--- src/rtl/trust_out_arbiter_pkg.sv ---
// Shared definitions for the mesh router switch allocator: port indices,
// crossbar idle select, allocator states and trust field width.
package trust_out_arbiter_pkg;

    localparam int TRUST_W = 4;
    localparam int SEL_W   = 3;

    localparam logic [SEL_W-1:0] P_E = 3'd0;
    localparam logic [SEL_W-1:0] P_W = 3'd1;
    localparam logic [SEL_W-1:0] P_N = 3'd2;
    localparam logic [SEL_W-1:0] P_S = 3'd3;
    localparam logic [SEL_W-1:0] P_T = 3'd4;

    localparam logic [SEL_W-1:0] SEL_IDLE = 3'b111;

    typedef enum logic {
        ST_IDLE   = 1'b0,
        ST_ACTIVE = 1'b1
    } arb_state_e;

    // Next round-robin start after index v among n ports.
    function automatic logic [SEL_W-1:0] wrap_inc(input logic [SEL_W-1:0] v, input int n);
        logic [SEL_W-1:0] r;
        r = (int'(v) >= n - 1) ? P_E : v + 3'd1;
        return r;
    endfunction

endpackage

--- src/rtl/trust_out_arbiter_if.sv ---
// Per-output allocator bundle: input-side request/flit-type/trust vectors and
// the grant, crossbar select and transfer strobe returned to the inputs.
interface trust_out_arbiter_if
    import trust_out_arbiter_pkg::*;
#(
    parameter int NPORT = 5
) ();

    logic [NPORT-1:0]         req;
    logic [NPORT-1:0]         head;
    logic [NPORT-1:0]         tail;
    logic [TRUST_W*NPORT-1:0] trust;
    logic [NPORT-1:0]         gnt;
    logic [SEL_W-1:0]         sel;
    logic                     xfer;

    modport master (
        output req, head, tail, trust,
        input  gnt, sel, xfer
    );

    modport slave (
        input  req, head, tail, trust,
        output gnt, sel, xfer
    );

endinterface

--- src/rtl/trust_out_arbiter_rr_pick.sv ---
// Combinational round-robin first-one finder: searches req_vec from start
// upward with wrap and returns the winner as one-hot and as an index.
module trust_out_arbiter_rr_pick #(
    parameter int N  = 5,
    parameter int IW = 3
) (
    input  logic [N-1:0]  req_vec,
    input  logic [IW-1:0] start,
    output logic [N-1:0]  onehot,
    output logic [IW-1:0] idx,
    output logic          found
);

    int pos;

    // Walk offsets from farthest to nearest so the nearest hit is the last write.
    always_comb begin
        onehot = '0;
        idx    = '0;
        found  = 1'b0;
        pos    = 0;
        for (int k = N - 1; k >= 0; k--) begin
            pos = int'(start) + k;
            if (pos >= N) begin
                pos = pos - N;
            end
            if (req_vec[pos]) begin
                onehot      = '0;
                onehot[pos] = 1'b1;
                idx         = pos[IW-1:0];
                found       = 1'b1;
            end
        end
    end

endmodule

--- src/rtl/trust_out_arbiter.sv ---
// Output-port switch allocator: trust-filtered round-robin packet grant held
// head to tail, gated by a downstream credit counter.
module trust_out_arbiter
    import trust_out_arbiter_pkg::*;
#(
    parameter int NPORT     = 5,
    parameter int TRUST_MIN = 8,
    parameter int CREDITS   = 4
) (
    input  logic                 clk1,
    input  logic                 reset,
    trust_out_arbiter_if.slave   bus,
    input  logic                 credit_ret,
    output logic                 busy,
    output logic [2:0]           credit_cnt,
    output logic [7:0]           deny_cnt
);

    localparam logic [TRUST_W-1:0] TRUST_MIN_V = TRUST_W'(TRUST_MIN);
    localparam logic [2:0]         CREDITS_V   = 3'(CREDITS);

    logic [NPORT-1:0] elig;
    logic [NPORT-1:0] low_trust;

    generate
        for (genvar gi = 0; gi < NPORT; gi++) begin : g_port
            logic [TRUST_W-1:0] trust_i;
            assign trust_i       = bus.trust[gi*TRUST_W +: TRUST_W];
            assign elig[gi]      = bus.req[gi] & bus.head[gi] & (trust_i >= TRUST_MIN_V);
            assign low_trust[gi] = bus.req[gi] & bus.head[gi] & (trust_i <  TRUST_MIN_V);
        end
    endgenerate

    arb_state_e       state_q,   state_d;
    logic [NPORT-1:0] gnt_q,     gnt_d;
    logic [SEL_W-1:0] sel_q,     sel_d;
    logic             busy_q,    busy_d;
    logic [2:0]       credit_q,  credit_d;
    logic [7:0]       deny_q,    deny_d;
    logic [SEL_W-1:0] rr_ptr_q,  rr_ptr_d;

    logic [NPORT-1:0] pick_oh;
    logic [SEL_W-1:0] pick_idx;
    logic             pick_found;

    trust_out_arbiter_rr_pick #(
        .N  (NPORT),
        .IW (SEL_W)
    ) u_rr_pick (
        .req_vec (elig),
        .start   (rr_ptr_q),
        .onehot  (pick_oh),
        .idx     (pick_idx),
        .found   (pick_found)
    );

    logic xfer;
    logic owner_tail;

    // The owner is known only through gnt_q, so reduce instead of indexing by sel.
    assign xfer       = !reset && (state_q == ST_ACTIVE) && (|(gnt_q & bus.req))
                        && (credit_q != 3'd0);
    assign owner_tail = |(gnt_q & bus.tail);

    always_comb begin
        state_d  = state_q;
        gnt_d    = gnt_q;
        sel_d    = sel_q;
        busy_d   = busy_q;
        rr_ptr_d = rr_ptr_q;
        credit_d = credit_q;
        deny_d   = deny_q;

        case (state_q)
            ST_IDLE: begin
                if (pick_found) begin
                    state_d = ST_ACTIVE;
                    gnt_d   = pick_oh;
                    sel_d   = pick_idx;
                    busy_d  = 1'b1;
                end
            end
            ST_ACTIVE: begin
                if (xfer && owner_tail) begin
                    state_d  = ST_IDLE;
                    gnt_d    = '0;
                    sel_d    = SEL_IDLE;
                    busy_d   = 1'b0;
                    rr_ptr_d = wrap_inc(sel_q, NPORT);
                end
            end
            default: begin
                state_d = ST_IDLE;
            end
        endcase

        case ({xfer, credit_ret})
            2'b10:   credit_d = credit_q - 3'd1;
            2'b01:   credit_d = (credit_q < CREDITS_V) ? credit_q + 3'd1 : credit_q;
            default: credit_d = credit_q;
        endcase

        // Counted once per idle cycle regardless of how many inputs were masked.
        if ((state_q == ST_IDLE) && (|low_trust) && (deny_q != 8'hFF)) begin
            deny_d = deny_q + 8'd1;
        end
    end

    always_ff @(posedge clk1) begin
        if (reset) begin
            state_q  <= ST_IDLE;
            gnt_q    <= '0;
            sel_q    <= SEL_IDLE;
            busy_q   <= 1'b0;
            rr_ptr_q <= P_E;
            credit_q <= CREDITS_V;
            deny_q   <= 8'd0;
        end else begin
            state_q  <= state_d;
            gnt_q    <= gnt_d;
            sel_q    <= sel_d;
            busy_q   <= busy_d;
            rr_ptr_q <= rr_ptr_d;
            credit_q <= credit_d;
            deny_q   <= deny_d;
        end
    end

    assign bus.gnt    = gnt_q;
    assign bus.sel    = sel_q;
    assign bus.xfer   = xfer;
    assign busy       = busy_q;
    assign credit_cnt = credit_q;
    assign deny_cnt   = deny_q;

endmodule
--- src/flat_wrapper.sv ---
// flat-port wrapper written by rule: the top's interface ports become plain ports
module trust_out_arbiter_flat import trust_out_arbiter_pkg::*;
#(
    parameter int NPORT     = 5,
    parameter int TRUST_MIN = 8,
    parameter int CREDITS   = 4
)
  (clk1, reset, credit_ret, busy, credit_cnt, deny_cnt, bus_req, bus_head, bus_tail, bus_trust, bus_gnt, bus_sel, bus_xfer);
  trust_out_arbiter_if #(.NPORT(NPORT)) bus_i ();
  input  logic clk1;
  input  logic reset;
  input  logic credit_ret;
  output logic busy;
  output logic [2:0] credit_cnt;
  output logic [7:0] deny_cnt;
  input wire logic [$bits(bus_i.req)-1:0] bus_req;
  input wire logic [$bits(bus_i.head)-1:0] bus_head;
  input wire logic [$bits(bus_i.tail)-1:0] bus_tail;
  input wire logic [$bits(bus_i.trust)-1:0] bus_trust;
  output wire logic [$bits(bus_i.gnt)-1:0] bus_gnt;
  output wire logic [$bits(bus_i.sel)-1:0] bus_sel;
  output wire logic [$bits(bus_i.xfer)-1:0] bus_xfer;
  assign bus_i.req = bus_req;
  assign bus_i.head = bus_head;
  assign bus_i.tail = bus_tail;
  assign bus_i.trust = bus_trust;
  assign bus_gnt = bus_i.gnt;
  assign bus_sel = bus_i.sel;
  assign bus_xfer = bus_i.xfer;
  trust_out_arbiter #(.NPORT(NPORT), .TRUST_MIN(TRUST_MIN), .CREDITS(CREDITS)) u_core (.clk1(clk1), .reset(reset), .bus(bus_i), .credit_ret(credit_ret), .busy(busy), .credit_cnt(credit_cnt), .deny_cnt(deny_cnt));
endmodule
--- config.mk ---
export PLATFORM = sky130hd
export DESIGN_NAME = trust_out_arbiter_flat
export DESIGN_NICKNAME = d
export VERILOG_FILES = /design/src/rtl/trust_out_arbiter_pkg.sv /design/src/rtl/trust_out_arbiter_if.sv /design/src/rtl/trust_out_arbiter_rr_pick.sv /design/src/rtl/trust_out_arbiter.sv /design/src/flat_wrapper.sv
export SDC_FILE = /design/constraint.sdc
export NUM_CORES = 1
export LEC_CHECK = 0
export BUFFER_PORTS_ARGS = -buffer_cell sky130_fd_sc_hd__buf_2
export CAP_MARGIN = 10
export CORE_MARGIN = 4
export CORE_UTILIZATION = 61
export DETAILED_ROUTE_END_ITERATION = 8
export PLACE_DENSITY = 0.85
export SYNTH_ARGS = -nofsm -noshare
export SYNTH_HDL_FRONTEND = slang
export SYNTH_SLANG_ARGS = --single-unit
--- constraint.sdc ---
create_clock -name clk1 -period 8.15 [get_ports clk1]
set_input_delay 1.63 -clock clk1 [delete_from_list [all_inputs] [get_ports clk1]]
set_output_delay 1.63 -clock clk1 [all_outputs]
set_load 0.1 [all_outputs]
==> flow_summary.yaml <==
outcome:
  status: "complete, no violations"
grt:
  antenna_found_initial: 0
  grt_pass1_vias: 3122
  grt_pass1_wl_um: 14700
  grt_overflow: 0
  grt_use_total: 0.291
  grt_max_degree: 34
sta:
  slew_headroom: 0.333
  slew_violations: 0
  setup_violations: 0
  post-route-period-util: 0.608
  max_freq_mhz: 202
  min_period_ns: 4.96
  skew_ns: 0.0150
  hold-worst-slack_ns: 0.495
  rsz0062_at_grt: "false"
  worst_slew_pin_slew_ns: 0.987
  finalHoldViolCount: 0
  tns_ns: 0
setup_path:
  worst-path-max-fanout: 20
  reg2reg_slack_ns: 3.81
  criticalPathCategory: "input pin to primary output"
  cp.arrival_ns: 3.33
  crit_required_ns: 6.52
  start_kind: "input pin"
  ff2ff_path_depth: 10
  r2r_end: "u_core.bus.gnt[2]$_SDFFE_PP0P_"
  slowest_stage: "nor4b_1"
  end_kind: "primary output"
  cp_cell_sequence: "buf_2 -> nor4b_1 -> buf_2"
  rr_startpoint: "u_core.rr_ptr_q[1]$_SDFFE_PP0P_"
  critPathMaxStageDelay_ns: 0.89
  crit_top_cell: "buf_2"
flow_run:
  maxCapViolCount: 0
clock_tree:
  clk_latency_ns: 0.28
  cts.path.max_buffers: 2
  cts_buffers: 3
  cts_tree: "yes"
  cts_resized: 0
  cts-root-buf: "clkbuf_8"
  postCtsSetupRepairBufs: 0
  cts_hold_buf: 0
  path_clk_slew_ns: 0.10
  htree_num_levels: 1
  clkSinkCount: 24
route:
  wl_met2_um: 4260
  viasPerCell: 6.85
  routedWlPerCell_um: 18.3
  route.detailed.drc: 0
  routed_wl_um: 9110
  dr.pass1.iters: 6
  wl_met3_um: 833
  antenna_left: 0
  routed-via-count: 3403
  wl_met1_um: 3710
  first_iter_violations: 316
  route.top_layer_used: "met4"
layout:
  seq_area_um2: 480
  multi_input_area_um2: 2360
  fillers: 421
  num_antenna_cells: 0
  drive_gt1_frac: 0.184
  nets: 488
  mostFrequentLayoutCells: "buf_2, o21ai_0, nand2_1"
  syn_to_final_growth_pct: 7.69
  final_common_cell: "buf_2"
  utilization: 0.688
synthesis:
  synth_top_area_frac: 0.157
  synth_ff_type: "dfxtp_1"
  synthMuxAreaShare: 0.0426
  synthesis.area_um2: 3060
  synth_cells: 403
  yosys.cell_types.count: 90
  synth_top_cell_by_area: "dfxtp_1"
  synth_enable_flop_cells: 0
  synthTopCellsByArea: "dfxtp_1, ha_1, o21ai_0, mux2i_1, nand2_1"
  synth_compound_area_frac: 0.335
  ys.warnings.count: 0
  synth-adder-area-share: 0.0827
  synth-simple-area-share: 0.280
  syn-num-nets: 460
  synth-seq-cells: 24
  synth.avg_cell_area_um2: 7.59
  synth-xor-area-share: 0.0315
  synth_top_family_by_area: "compound AO/OA/AOI/OAI gates"
  async_reset_ff_frac: 0
  ys_seq_area_frac: 0.157
placement:
  io_buffers: 43
  hpwl_um: 7030
  place.gp.congestion: 1.04
die:
  rows: 25
  dieArea_um2: 6210
  core_area_um2: 4790
  ios: 59
  die_w_um: 78.8
  die_y_um: 78.8
  start_util: 0.639
pwr:
  vdd_drop_max_uv: 161
  powerDensity_nw_per_um2: 103
  leakage_nw: 1.46
  power.total_mw: 0.338
hold_path:
  whs_path_depth: 2
  holdCritStartpoint: "u_core.busy$_SDFFE_PP0P_"
  hold-path-endpoint: "u_core.busy$_SDFFE_PP0P_"
  hold_path.class: "register to register"
## cell type report
class / instances / area share
sequential: 24 / 0.146
clock buffer: 3 / 0.0125
timing repair buffer: 45 / 0.0699
multi-input combinational: 339 / 0.717
inverter: 18 / 0.0205
clock inverter: 1 / 0.00912
tap: 67 / 0.0255
## synth_stat cells (all sizes together), types with 3 or more instances
| cell | number |
|---|---|
| o21ai | 37 |
| nand2 | 34 |
| nor2 | 30 |
| dfxtp | 24 |
| a21oi | 21 |
| nand3 | 21 |
| inv | 18 |
| ha | 17 |
| buf | 16 |
| mux2i | 13 |
| nor3 | 13 |
| xor2 | 9 |
| and3 | 8 |
| or3 | 8 |
| a22oi | 7 |
| a32o | 7 |
| and2 | 7 |
| nand4 | 7 |
| o211ai | 7 |
| o22ai | 7 |
| clkbuf | 6 |
| nand2b | 6 |
| a31oi | 5 |
| nand3b | 5 |
| nor2b | 5 |
| a211oi | 4 |
| a211o | 3 |
| a21boi | 3 |
| o221ai | 3 |
| o22a | 3 |
| o31a | 3 |
## cells by family after synthesis
kind of cell,after synthesis
AND/OR/NAND/NOR,159
AO/OA/AOI/OAI,137
buffers and inverters,40
flip-flops,24
adder cells (fa/ha/maj),19
multiplexers,13
XOR/XNOR,11
## layer usage
metal  vias up  track usage
met2       181        0.484
met1      1605        0.380
met5         -            0
met3        36       0.0465
met4         0       0.0979
li1       1581            -
## sequential cells by signal, indices dropped and copies added (netlist names)
name               count
u_core.state_q         1
u_core.deny_cnt        8
u_core.credit_cnt      3
u_core.rr_ptr_q        3
u_core.bus.sel         3
u_core.bus.gnt         5
u_core.busy            1
## how the worst max path moves through the flow
stage | from | endpoint | slack [ns] | cells after the start
3_3_place_gp | reset | bus_xfer | 3.30 | 3
6_report | reset | bus_xfer | 3.19 | 3
2_1_floorplan | bus_req[1] | bus_xfer | 1.40 | 3
3_5_place_dp | reset | bus_xfer | 3.26 | 3
4_1_cts | reset | bus_xfer | 3.26 | 3
5_1_grt | reset | bus_xfer | 3.10 | 3
## report_power, final
part	total [mW]	internal [mW]	leakage, nW	switching [mW]
logic	0.102	0.0262	1.23	0.0757
registers	0.130	0.123	0.195	0.00651
clock network	0.106	0.0658	0.0357	0.0407
total	0.338	0.215	1.46	0.123
## worst max-delay path: cells and delay by family
family,cells,cell delay (ns)
and+or+nand+nor,1,0.89
buffers and inverters,2,0.80
## stage by stage
step	cells	worst slack, ns	instance area (um^2)
2_1_floorplan	403	1.40	3060
3_3_place_gp	493	3.30	3220
3_5_place_dp	493	3.26	3220
4_1_cts	497	3.26	3290
5_1_grt	497	3.10	3290
6_report	497	3.19	3290
Power figures use the tool's default switching activity.
